[src/rtl/seq_mul_unit.sv]
// Iterative radix-2 shift-add multiplier (signed/unsigned) built around one DW-bit adder.
// Define SEQ_MUL_EARLY_OUT_EN to leave RUN as soon as the remaining multiplier bits are zero.
module seq_mul_unit #(
   parameter int unsigned DW = 32
) (
   input  logic          clk,
   input  logic          rst_n,
   input  logic          start_i,
   input  logic          op_signed_i,
   input  logic          kill_i,
   input  logic [DW-1:0] a_i,
   input  logic [DW-1:0] b_i,
   output logic          busy_o,
   output logic          done_o,
   output logic [DW-1:0] prod_hi_o,
   output logic [DW-1:0] prod_lo_o
);

   localparam int unsigned CW = $clog2(DW + 1);

   typedef enum logic [2:0] {
      S_IDLE,
      S_ABS,
      S_RUN,
      S_FIX,
      S_DONE
   } state_t;

   state_t        state_q, state_d;
   logic [DW-1:0] mcand_q, mcand_d;
   logic [DW-1:0] mplier_q, mplier_d;
   logic [DW-1:0] acc_hi_q, acc_hi_d;
   logic [DW-1:0] acc_lo_q, acc_lo_d;
   logic [CW-1:0] cnt_q, cnt_d;
   logic          neg_q, neg_d;
   logic          sgn_q, sgn_d;
   logic          fix_ph_q, fix_ph_d;
   logic          fix_c_q, fix_c_d;
   logic [DW-1:0] prod_hi_q, prod_hi_d;
   logic [DW-1:0] prod_lo_q, prod_lo_d;
   logic          busy_q, busy_d;
   logic          done_q, done_d;

   logic [DW-1:0] add_a, add_b, add_sum;
   logic          add_cin, add_co;

   // The single shared adder
   assign {add_co, add_sum} = {1'b0, add_a} + {1'b0, add_b} + (DW + 1)'(add_cin);

   // Adder operand mux; the start cycle uses the idle adder to take |b| of the incoming operand
   always_comb begin
      add_a   = '0;
      add_b   = '0;
      add_cin = 1'b0;
      case (state_q)
         S_IDLE, S_DONE: begin
            add_a   = ~b_i;
            add_cin = 1'b1;
         end
         S_ABS: begin
            add_a   = ~mcand_q;
            add_cin = 1'b1;
         end
         S_RUN: begin
            add_a = acc_hi_q;
            add_b = mplier_q[0] ? mcand_q : '0;
         end
         S_FIX: begin
            add_a   = fix_ph_q ? ~acc_hi_q : ~acc_lo_q;
            add_cin = fix_ph_q ? fix_c_q : 1'b1;
         end
         default: ;
      endcase
   end

`ifdef SEQ_MUL_EARLY_OUT_EN
   logic [2*DW-1:0] eo_shift;
`endif

   // Next-state and datapath update
   always_comb begin
      state_d   = state_q;
      mcand_d   = mcand_q;
      mplier_d  = mplier_q;
      acc_hi_d  = acc_hi_q;
      acc_lo_d  = acc_lo_q;
      cnt_d     = cnt_q;
      neg_d     = neg_q;
      sgn_d     = sgn_q;
      fix_ph_d  = fix_ph_q;
      fix_c_d   = fix_c_q;
      prod_hi_d = prod_hi_q;
      prod_lo_d = prod_lo_q;
`ifdef SEQ_MUL_EARLY_OUT_EN
      eo_shift  = (2 * DW)'({add_co, add_sum, acc_lo_q} >> cnt_q);
`endif
      case (state_q)
         S_IDLE, S_DONE: begin
            if (start_i) begin
               mcand_d  = a_i;
               mplier_d = (op_signed_i & b_i[DW-1]) ? add_sum : b_i;
               sgn_d    = op_signed_i;
               neg_d    = op_signed_i & (a_i[DW-1] ^ b_i[DW-1]);
               state_d  = S_ABS;
            end else begin
               state_d  = S_IDLE;
            end
         end
         S_ABS: begin
            if (sgn_q & mcand_q[DW-1]) mcand_d = add_sum;
            acc_hi_d = '0;
            acc_lo_d = '0;
            cnt_d    = CW'(DW);
            fix_ph_d = 1'b0;
            state_d  = S_RUN;
         end
         S_RUN: begin
            acc_hi_d = {add_co, add_sum[DW-1:1]};
            acc_lo_d = {add_sum[0], acc_lo_q[DW-1:1]};
            mplier_d = mplier_q >> 1;
            cnt_d    = cnt_q - CW'(1);
`ifdef SEQ_MUL_EARLY_OUT_EN
            // Remaining steps would only add zero: align in one shift by the remaining count
            if (mplier_q[DW-1:1] == '0) begin
               {acc_hi_d, acc_lo_d} = eo_shift;
               state_d = S_FIX;
            end
`endif
            if (cnt_q == CW'(1)) state_d = S_FIX;
         end
         S_FIX: begin
            if (!fix_ph_q) begin
               if (neg_q) begin
                  acc_lo_d = add_sum;
                  fix_c_d  = add_co;
               end
               fix_ph_d = 1'b1;
            end else begin
               if (neg_q) acc_hi_d = add_sum;
               prod_hi_d = neg_q ? add_sum : acc_hi_q;
               prod_lo_d = acc_lo_q;
               fix_ph_d  = 1'b0;
               state_d   = S_DONE;
            end
         end
         default: state_d = S_IDLE;
      endcase
      // Flush wins over everything, including a same-cycle start and the result write
      if (kill_i) begin
         state_d   = S_IDLE;
         prod_hi_d = prod_hi_q;
         prod_lo_d = prod_lo_q;
      end
      busy_d = state_d inside {S_ABS, S_RUN, S_FIX};
      done_d = (state_d == S_DONE);
   end

   always_ff @(posedge clk or negedge rst_n) begin
      if (!rst_n) begin
         state_q   <= S_IDLE;
         mcand_q   <= '0;
         mplier_q  <= '0;
         acc_hi_q  <= '0;
         acc_lo_q  <= '0;
         cnt_q     <= '0;
         neg_q     <= 1'b0;
         sgn_q     <= 1'b0;
         fix_ph_q  <= 1'b0;
         fix_c_q   <= 1'b0;
         prod_hi_q <= '0;
         prod_lo_q <= '0;
         busy_q    <= 1'b0;
         done_q    <= 1'b0;
      end else begin
         state_q   <= state_d;
         mcand_q   <= mcand_d;
         mplier_q  <= mplier_d;
         acc_hi_q  <= acc_hi_d;
         acc_lo_q  <= acc_lo_d;
         cnt_q     <= cnt_d;
         neg_q     <= neg_d;
         sgn_q     <= sgn_d;
         fix_ph_q  <= fix_ph_d;
         fix_c_q   <= fix_c_d;
         prod_hi_q <= prod_hi_d;
         prod_lo_q <= prod_lo_d;
         busy_q    <= busy_d;
         done_q    <= done_d;
      end
   end

   assign busy_o    = busy_q;
   assign done_o    = done_q;
   assign prod_hi_o = prod_hi_q;
   assign prod_lo_o = prod_lo_q;

endmodule

[config.mk]
export PLATFORM = sky130hd
export DESIGN_NAME = seq_mul_unit
export DESIGN_NICKNAME = d
export VERILOG_FILES = /design/src/rtl/seq_mul_unit.sv
export SDC_FILE = /design/constraint.sdc
export NUM_CORES = 1
export LEC_CHECK = 0
export BUFFER_PORTS_ARGS = -buffer_cell sky130_fd_sc_hd__buf_2
export CELL_PAD_IN_SITES_DETAIL_PLACEMENT = 0
export CELL_PAD_IN_SITES_GLOBAL_PLACEMENT = 1
export CORE_AREA = 3 3 162 164
export DETAILED_ROUTE_END_ITERATION = 6
export DIE_AREA = 0 0 165 167
export GPL_TIMING_DRIVEN = 0
export PLACE_DENSITY = 0.87
export SLEW_MARGIN = 20
export SYNTH_ARGS = -nofsm -noshare
export SYNTH_HDL_FRONTEND = slang
export SYNTH_SLANG_ARGS = --single-unit
export TNS_END_PERCENT = 50
[constraint.sdc]
create_clock -name clk -period 11.3 [get_ports clk]
set_input_delay 1.13 -clock clk [delete_from_list [all_inputs] [get_ports clk]]
set_output_delay 1.13 -clock clk [all_outputs]
set_load 0.1 [all_outputs]
**After elaboration in Yosys (flattened, before gate mapping)**

Cells that the tools add are included.

- Bits in registers: 207
- RAM bits: 0
- Bits in latches: 0
- Word-level logic and storage cells: 83
- Bits of input ports: 69
- Memory bits (read-only): 0
- Memories kept: 0
- Output and inout port bits: 66

- Eq/ne operators: 14
- Bitwise gates (word level): 10
- Div/mod/pow operators: 0
- Shift operators: 0
- Multiplexer cells: 26
- Order comparisons: 0
- Reductions and logical operators: 16
- Add/subtract/negate cells: 3
- Multipliers: 0

Operators by type and width:

| kind | number |
|---|---|
| 32-bit two-way mux | 11 |
| 32-bit one-hot mux with 3 select lines | 2 |
| 32-bit inverter | 4 |
| 32-bit one-hot mux with 2 select lines | 2 |
| 32-bit one-hot mux with 4 select lines | 1 |
| 32-bit by 32-bit adder with 33-bit output | 1 |
| 33-bit by 1-bit adder with 33-bit output | 1 |
| 3-bit by 2-bit equality test with 1-bit output (second input constant) | 4 |
| 3-bit one-hot mux with 4 select lines | 1 |
| 6-bit one-hot mux with 2 select lines | 1 |
| 3-bit AND reduction | 4 |
| 2-bit inequality test (second input constant) | 5 |
| 3-bit two-way mux | 3 |
| 2-bit nonzero test | 4 |
| 3-bit by 1-bit equality test with 1-bit output (second input constant) | 2 |
| 3-bit equality test (second input constant) | 2 |
| 6-bit by 1-bit equality test with 1-bit output (second input constant) | 1 |
| 2-bit AND reduction | 3 |
| 3-bit nonzero test | 2 |
| 6-bit by 1-bit subtractor with 6-bit output (second input constant) | 1 |
| 1-bit one-hot mux with 2 select lines | 2 |
| 1-bit bitwise AND | 3 |
| 3-bit zero test | 1 |
| 1-bit two-way mux | 3 |
| 4 further kinds | 5 |

**Longest topological paths before layout**

Gate-level depths: netlist of run 1.

- Word-level depth: 8
- Mapped depth: 18
- Gate-level depth less buffers: 16

**Worst setup path after synthesis of run 1**

OpenSTA, ideal clock, no wires.

- Path type: reg-to-reg
- Start: reg state_q[0]
- End: reg acc_hi_q[27]
- Path buffers: 1
- Data arrival time: 3.955 ns
- Stages on the path, launching flop included: 18
- Path slack: 7.219 ns
- Library setup time: 0.126 ns
- Data required time: 11.174 ns
- Path through: dfrtp_1 > nor2b_1 > and2_1 > clkbuf_1 > nand2_1 > nor2_1 > nor3_1 > fa_1 > fa_1 > nand2b_1 > a21oi_1 > o21ai_1 > o211ai_1 > o211ai_1 > o31ai_2 > xnor2_1 > nor2_1 > a221o_1

- Cells in the longest elaborated chain, start to end: 8
- Elaborated cells between the ends (all ways): 18

Ends and longest elaborated chain:

| what | line | RTL |
|---|---|---|
| start: declaration | 29 | `state_t state_q, state_d;` |
| start signal: assignment | 175 | `state_q <= state_d;` |
| 3-bit equality test or 3-bit zero test (tied branches) | 55 | `case (state_q)` |
| 2-bit OR reduction | 55 |  |
| 32-bit one-hot mux with 4 select lines | 55 |  |
| 32-bit by 32-bit adder with 33-bit output | 48 | `assign {add_co, add_sum} = {1'b0, add_a} + {1'b0, add_b} + (DW + 1)'(add_cin);` |
| 33-bit by 1-bit adder with 33-bit output | 48 |  |
| 32-bit two-way mux | 139 | `if (neg_q) acc_hi_d = add_sum;` |
| 32-bit two-way mux | 132 | `if (!fix_ph_q) begin` |
| 32-bit one-hot mux with 3 select lines | 97 | `case (state_q)` |
| end signal: assignment | 178 | `acc_hi_q <= acc_hi_d;` |
| end: declaration | 32 | `logic [DW-1:0] acc_hi_q, acc_hi_d;` |

Parallel ways exist; a longest one is shown, timed or not. The select of a mux whose other input is x is not followed.
A chain may end at the register's enable or synchronous reset.

**Final worst setup path of run 1**

- Start: reg state_q[0]
- End: reg acc_hi_q[28]

The elaborated chain is that of the path after synthesis.

==> results.yml, run 1 <==
die:
  dieArea_um2: 27600
  io_pins: 135
  dieHeight_um: 167
  initial_utilization_pct: 47.6
  core-area_um2: 25000
  rows: 58
  fp.dieW_um: 165
global_routing:
  track_usage_pct: 34.4
  grt_max_degree: 98
  grt_pass1_vias: 11200
  antenna_found_initial: 0
  grt_pass1_wl_mm: 70.9
  grt-ovfl-total: 0
layout:
  fin_util_pct: 55.5
  final_cells: 1901
  nets: 1658
  drive_gt1_share_pct: 12.5
  area_growth_pct: 16.6
  design_area_um2: 13900
placement:
  dp_slack_ps: 5800
  dp.final_hpwl_mm: 35.4
  placed_area_um2: 13100
  post-place-cells: 1857
  place_congestion: 1.00
  portBuffers: 134
setup_path:
  cpPeakStageDelay_ps: 560
  cp_data_arrival_time_ps: 6110
  worstPathRequired_ps: 11660
  end_kind: "flip-flop"
  r2r_start: "state_q[0]"
  setup.worst_path.start: "state_q[0]"
  critPathLaunchType: "flip-flop"
  crit_fanout: 10
  worstPathCellList: "nor2b_1 > and2_1 > clkbuf_1 > nand2_1 > clkbuf_1 > o21ai_0 > ha_1 > a21oi_1 > o21ai_1 > a211o_1 > a31oi_1 > o21ai_1 > a31oi_1 > o21bai_1 > xnor2_1 > o221ai_1"
  setup.worst_path.class: "flip-flop to flip-flop"
  slowest_stage: "xnor2_1"
min_path:
  hold_path.class: "flip-flop to flip-flop"
  hp-start: "prod_lo_o[7]"
sta:
  max_slew.worst_pin.slew_ps: 1130
  rsz0062_at_grt: "false"
  hold_violations: 0
  fin_tns_setup_ps: 0
  setup_ws_ps: 5560
  setup-violations-final: 0
  max_slew_margin_pct: 24.7
  fin_crit_sh_pct: 50.8
  slew_violations: 0
  max_freq_mhz: 174
  post-route-min-period_ps: 5740
  skew_ps: 15.1
  whs_ps: 467
synth:
  ys_seq_elements: 207
  synth_enable_flop_cells: 0
  synth_fp_nets: 1495
  syn_avg_cell_area_um2: 8.56
  yosysWarnings: 0
  yosys_most_used_dff: "dfrtp_1"
  seq_area_frac_synth_pct: 43.5
  synth-async-reset-ratio_pct: 100
  ys_types: 67
  synthesis.area_um2: 11900
  syn_inst: 1391
clocking:
  post_cts_hold_buffer_count: 0
  cts_buffer_depth: 3
  cts_buffers: 25
  cts_sinks: 207
  clk_pin_slew_ps: 60
  clk_latency_ps: 530
  cts_tree: "built"
  post_cts_resized: 0
  root_buffer: "clkbuf_16"
  h-tree-depth: 1
  cts_setup_buffers: 0
job:
  timing.max_cap.violations: 0
route:
  ant_nets: 0
  wirelength_mm: 48.5
  avgViaCountPerCell: 6.34
  drc: 0
  vias: 12100
  wl_per_cell_um: 25.5
  drt_pass1_iterations: 5
  drt_iter0_drc: 1552
pwr:
  p_clk_share_pct: 32.0
  p_seq_share_pct: 38.2
  p_leak_nw: 6.61
  powerDensity_nw_per_um2: 184
  internal_power_mw: 1.57
  p_total_mw: 2.56
  vdd_ir_drop_max_mv: 0.108
  switching_share_pct: 38.6
  power.switching_mw: 0.986
  combPwrFrac_pct: 29.8
status:
  status: "complete, no violations"
## cells in the final DEF, fill, tap and decap left out, types with 5 or more instances in the layout
cell type / instances
o21bai_1: 6
a22oi_1: 58
a31oi_1: 18
o21a_1: 9
o21ai_0: 158
mux2i_1: 34
buf_1: 12
clkbuf_8: 5
xor2_1: 15
buf_2: 137
nand3_1: 19
a221oi_1: 7
nor3b_1: 8
nor3_1: 11
nand2_1: 244
xnor2_1: 20
and3_1: 45
and2_1: 8
a21o_1: 16
o21ai_1: 25
a22o_1: 6
a211oi_1: 34
clkbuf_1: 91
nand2b_1: 5
clkinv_2: 5
nor2_1: 100
clkbuf_16: 25
ha_1: 33
dfrtp_1: 207
inv_1: 18
o22ai_1: 37
a21oi_1: 71
o221ai_1: 10
## cells in the mapped netlist (5+ instances only)
cell / n / area (µm²)
nor3_1: 11 / 55.1
nor3b_1: 8 / 60.1
xor2_1: 15 / 131
a22oi_1: 58 / 435
a211oi_1: 34 / 255
o21ai_1: 25 / 125
and2_1: 8 / 50.1
mux2i_1: 34 / 340
o221ai_1: 10 / 87.6
inv_1: 18 / 67.6
buf_1: 12 / 45.0
clkbuf_1: 88 / 330
nand2_1: 244 / 916
nand2b_1: 5 / 31.3
a31oi_1: 18 / 113
and3_1: 45 / 282
xnor2_1: 20 / 175
a21o_1: 16 / 120
nor2_1: 101 / 379
a21oi_1: 71 / 355
o21ai_0: 158 / 791
dfrtp_1: 207 / 5180
o21bai_1: 6 / 45.0
o22ai_1: 37 / 231
nand3_1: 19 / 95.1
ha_1: 33 / 413
a22o_1: 6 / 52.6
o21a_1: 9 / 67.6
a221oi_1: 7 / 61.3
## worst max-delay path, delay by kind of cell, from the launching register on
| kind | cells | cell delay [ps] |
|---|---|---|
| xor+xnor | 1 | 560 |
| flops | 1 | 450 |
| simple gates | 3 | 970 |
| buf+inv | 2 | 910 |
| compound gates | 9 | 2370 |
| fa+ha+maj | 1 | 310 |
## flip-flops by register name, indices dropped and copies added (netlist names), 3 cells and up
| signal | flops |
|---|---|
| acc_hi_q | 32 |
| acc_lo_q | 32 |
| mcand_q | 32 |
| mplier_q | 32 |
| prod_hi_o | 32 |
| prod_lo_o | 32 |
| cnt_q | 6 |
| state_q | 3 |
## cell families after synthesis
kind of cell             share of synthesized area [%]
AO/OA/AOI/OAI                                     25.9
XOR/XNOR                                          2.71
adder cells (fa/ha/maj)                           3.80
buffers and inverters                             3.92
flip-flops                                        43.5
multiplexers                                      3.24
AND/OR/NAND/NOR                                   17.0
## cell type report
type / count / area, µm²
inverter: 19 / 71.3
buffer: 104 / 395
clock buffer: 33 / 706
sequential: 207 / 5180
fill: 2397 / 11100
tap: 330 / 413
multi-input combinational: 1061 / 6270
clock inverter: 10 / 116
antenna: 1 / 2.50
timing repair buffer: 136 / 736
## final timing paths
| path | end | slack, ps | cells past startpoint |
|---|---|---|---|
| max | acc_hi_q[28] | 5560 | 16 |
| min | prod_lo_o[7] | 470 | 2 |
| max reg2reg | acc_hi_q[28] | 5560 | 16 |
| min reg2reg | prod_lo_o[7] | 470 | 2 |
| max in group asynchronous | prod_hi_o[24] | 9920 | 2 |
| min in group asynchronous | prod_lo_o[8] | 520 | 1 |
## power groups by stage
stage	Clock, mW	Combinational (mW)	Sequential (mW)
5_1_grt	0.849	0.813	0.990
2_1_floorplan	0	0.421	1.03
4_1_cts	0.821	0.746	0.971
3_3_place_gp	0	0.735	0.980
3_5_place_dp	0	0.743	0.983
6_report	0.818	0.761	0.978
## metal layers
metal / global-route usage, % / vias up / wire, µm
met5: 0 / - / 0
met4: 14.3 / 0 / 2460
met3: 7.91 / 134 / 5250
met2: 51.0 / 750 / 21200
met1: 48.3 / 5820 / 19600
li1: - / 5350 / -
No activity file was read; power rests on OpenSTA's default activity.
==> inputs of run 2 (changes only) <==
CORE_AREA = 3 3 167 169   (was 3 3 162 164)
DIE_AREA = 0 0 170 172   (was 0 0 165 167)
PLACE_DENSITY = 0.82   (was 0.87)
clock period = 5.4 ns   (was 11.3 ns; I/O delays follow)
==> run 2 against run 1 <==
  * Die area rose by 6.1%
  * Clock-buffer cell count fell by 2
  * Routed wire length rose by 1.2%
  * Sequential cell count did not move
  * Clock power rose by 120%
  * Global-route usage fell by 1.2 points
  * Setup slack got worse by 5300 ps
  * Sequential share of layout area fell by 0.31 points
  * Register-to-register slack got worse by 5300 ps
  * Worst hold slack got worse by 430 ps
  * Fmax rose by 11%
==> results.yml, run 2 (synthesis gave the netlist of run 1 again) <==
clocking:
  clk_latency_ps: 540
  cts_setup_buffers: 0
  cts_buffer_depth: 3
  h-tree-depth: 1
  root_buffer: "clkbuf_16"
  clk_pin_slew_ps: 60
  cts_buffers: 24
  cts_sinks: 207
  cts_tree: "built"
die:
  core-area_um2: 26700
  dieHeight_um: 172
  io_pins: 135
  fp.dieW_um: 170
  rows: 60
  dieArea_um2: 29200
  initial_utilization_pct: 44.6
pwr:
  p_seq_share_pct: 37.6
  p_clk_share_pct: 32.8
  vdd_ir_drop_max_mv: 0.202
  powerDensity_nw_per_um2: 387
  combPwrFrac_pct: 29.5
  internal_power_mw: 3.37
  power.switching_mw: 2.05
  p_leak_nw: 6.67
  switching_share_pct: 37.8
sta:
  slew_violations: 0
  max_freq_mhz: 194
  rsz0062_at_grt: "false"
  fin_tns_setup_ps: 0
  setup-violations-final: 0
  fin_crit_sh_pct: 95.4
  post-route-min-period_ps: 5150
  hold_violations: 0
  whs_ps: 39.0
  max_slew_margin_pct: 21.7
  skew_ps: 22.4
  max_slew.worst_pin.slew_ps: 1180
global_routing:
  antenna_found_initial: 0
  grt-ovfl-total: 0
  grt_pass1_wl_mm: 72.8
  grt_max_degree: 93
  grt_pass1_vias: 11500
  track_usage_pct: 33.2
setup_path:
  slowest_stage: "fa_1"
  crit_fanout: 10
  worstPathRequired_ps: 5860
  cp_data_arrival_time_ps: 5610
  crit_family: "compound AO/OA/AOI/OAI gates"
  cpPeakStageDelay_ps: 470
  setup.worst_path.class: "flip-flop to flip-flop"
  worstPathCellList: "clkbuf_1 > or2_2 > clkbuf_1 > clkbuf_2 > o22ai_1 > nor3_1 > fa_1 > fa_1 > nand2b_1 > a21oi_2 > o21ai_1 > o211ai_1 > o211ai_1 > o31ai_2 > xnor2_2 > o2bb2a_1 > o21ai_1"
  end_kind: "flip-flop"
  critPathLaunchType: "flip-flop"
  cp_num_buf_inv: 3
route:
  ant_nets: 0
  drc: 0
  vias: 12100
  wirelength_mm: 49.1
  drt_pass1_iterations: 6
  wl_per_cell_um: 25.7
  drt_iter0_drc: 1469
  avgViaCountPerCell: 6.31
layout:
  drive_gt1_share_pct: 13.9
  area_growth_pct: 17.6
  n_antenna_cell: 0
  layout_commonest_cell: "nand2_1"
  final_cells: 1910
  mostFrequentLayoutCells: "nand2_1 (244), dfrtp_1 (207), o21ai_0 (158)"
  nets: 1656
placement:
  dp.final_hpwl_mm: 35.6
  portBuffers: 134
  post-place-cells: 1868
  place_congestion: 0.970
min_path:
  hold_path.class: "input port to asynchronous set/reset pin"
status:
  status: "complete, no violations"
job:
  timing.max_cap.violations: 0
-- run 2: cell count changes in the layout (fill, tap and decap cells not counted), sizes merged --
cell      delta
clkinv       -1
bufinv       +2
clkinvlp     +1
clkbuf       -3
diode        -1
-- run 2: timing repair --
action,in CTS,in global routing
hold buffers,0,0
endpoints found under the hold margin,0,0
gates cloned,0,0
resized for setup,7,20
pin swaps,1,0
endpoints found under the setup margin,31,54
-- run 2: layout make-up --
cell class | count | area [µm²]
fillers | 2594 | 12700
plain buffers | 103 | 405
well taps | 341 | 427
flip-flops and latches | 207 | 5180
inverters | 19 | 71.3
repair buffers | 136 | 736
clock inverters | 12 | 168
multi-input cells | 1061 | 6330
clock buffers | 31 | 688
-- run 2: routing by layer --
metal,routed length [µm],track usage (%),share of wire (%),vias up
li1,-,-,-,5354
met1,20400,45.6,42,5914
met2,21900,52.7,45,666
met3,4830,6.38,9.8,127
met4,1940,12.0,3.9,0
met5,0,0,0,-
-- run 2: through the flow --
| step | setup WS (ps) | total power, mW | area [µm²] | util (%) |
|---|---|---|---|---|
| after detailed placement | -215 | 3.61 | 13100 | 48.9 |
| after floorplan | 1320 | 3.04 | 11900 | - |
| after global routing | 22.6 | 5.66 | 14000 | 52.4 |
| after global placement | -270 | 3.58 | 13000 | 48.7 |
| after CTS | 36.1 | 5.39 | 13900 | 52.2 |
| final | 246 | 5.43 | 14000 | 52.4 |
-- run 2: worst paths after layout --
check,start,endpoint,slack [ps],cells past startpoint
max in group asynchronous,rst_n,prod_hi_o[24],4260,3
setup reg to reg,state_q[1],acc_lo_q[28],250,17
setup / recovery,state_q[1],acc_lo_q[28],250,17
hold reg to reg,prod_lo_o[15],prod_lo_o[15],470,2
min in group clk,kill_i,state_q[0],210,2
hold / removal,rst_n,prod_lo_o[7],40,1
-- run 2: power groups by stage --
stage	clock (mW)	sequential [mW]	combinational (mW)
2_1_floorplan	0	2.16	0.880
3_3_place_gp	0	2.05	1.54
3_5_place_dp	0	2.05	1.56
4_1_cts	1.79	2.03	1.57
5_1_grt	1.86	2.07	1.73
6_report	1.78	2.04	1.60
-- run 2: worst register-to-register path: stages (launching register included) --
cell and delay (ps):
dfrtp_1 370, clkbuf_1 190, or2_2 330, clkbuf_1 210, clkbuf_2 330, o22ai_1 280
nor3_1 90, fa_1 470, fa_1 460, nand2b_1 220, a21oi_2 260, o21ai_1 240
o211ai_1 240, o211ai_1 300, o31ai_2 450, xnor2_2 210, o2bb2a_1 320, o21ai_1 110
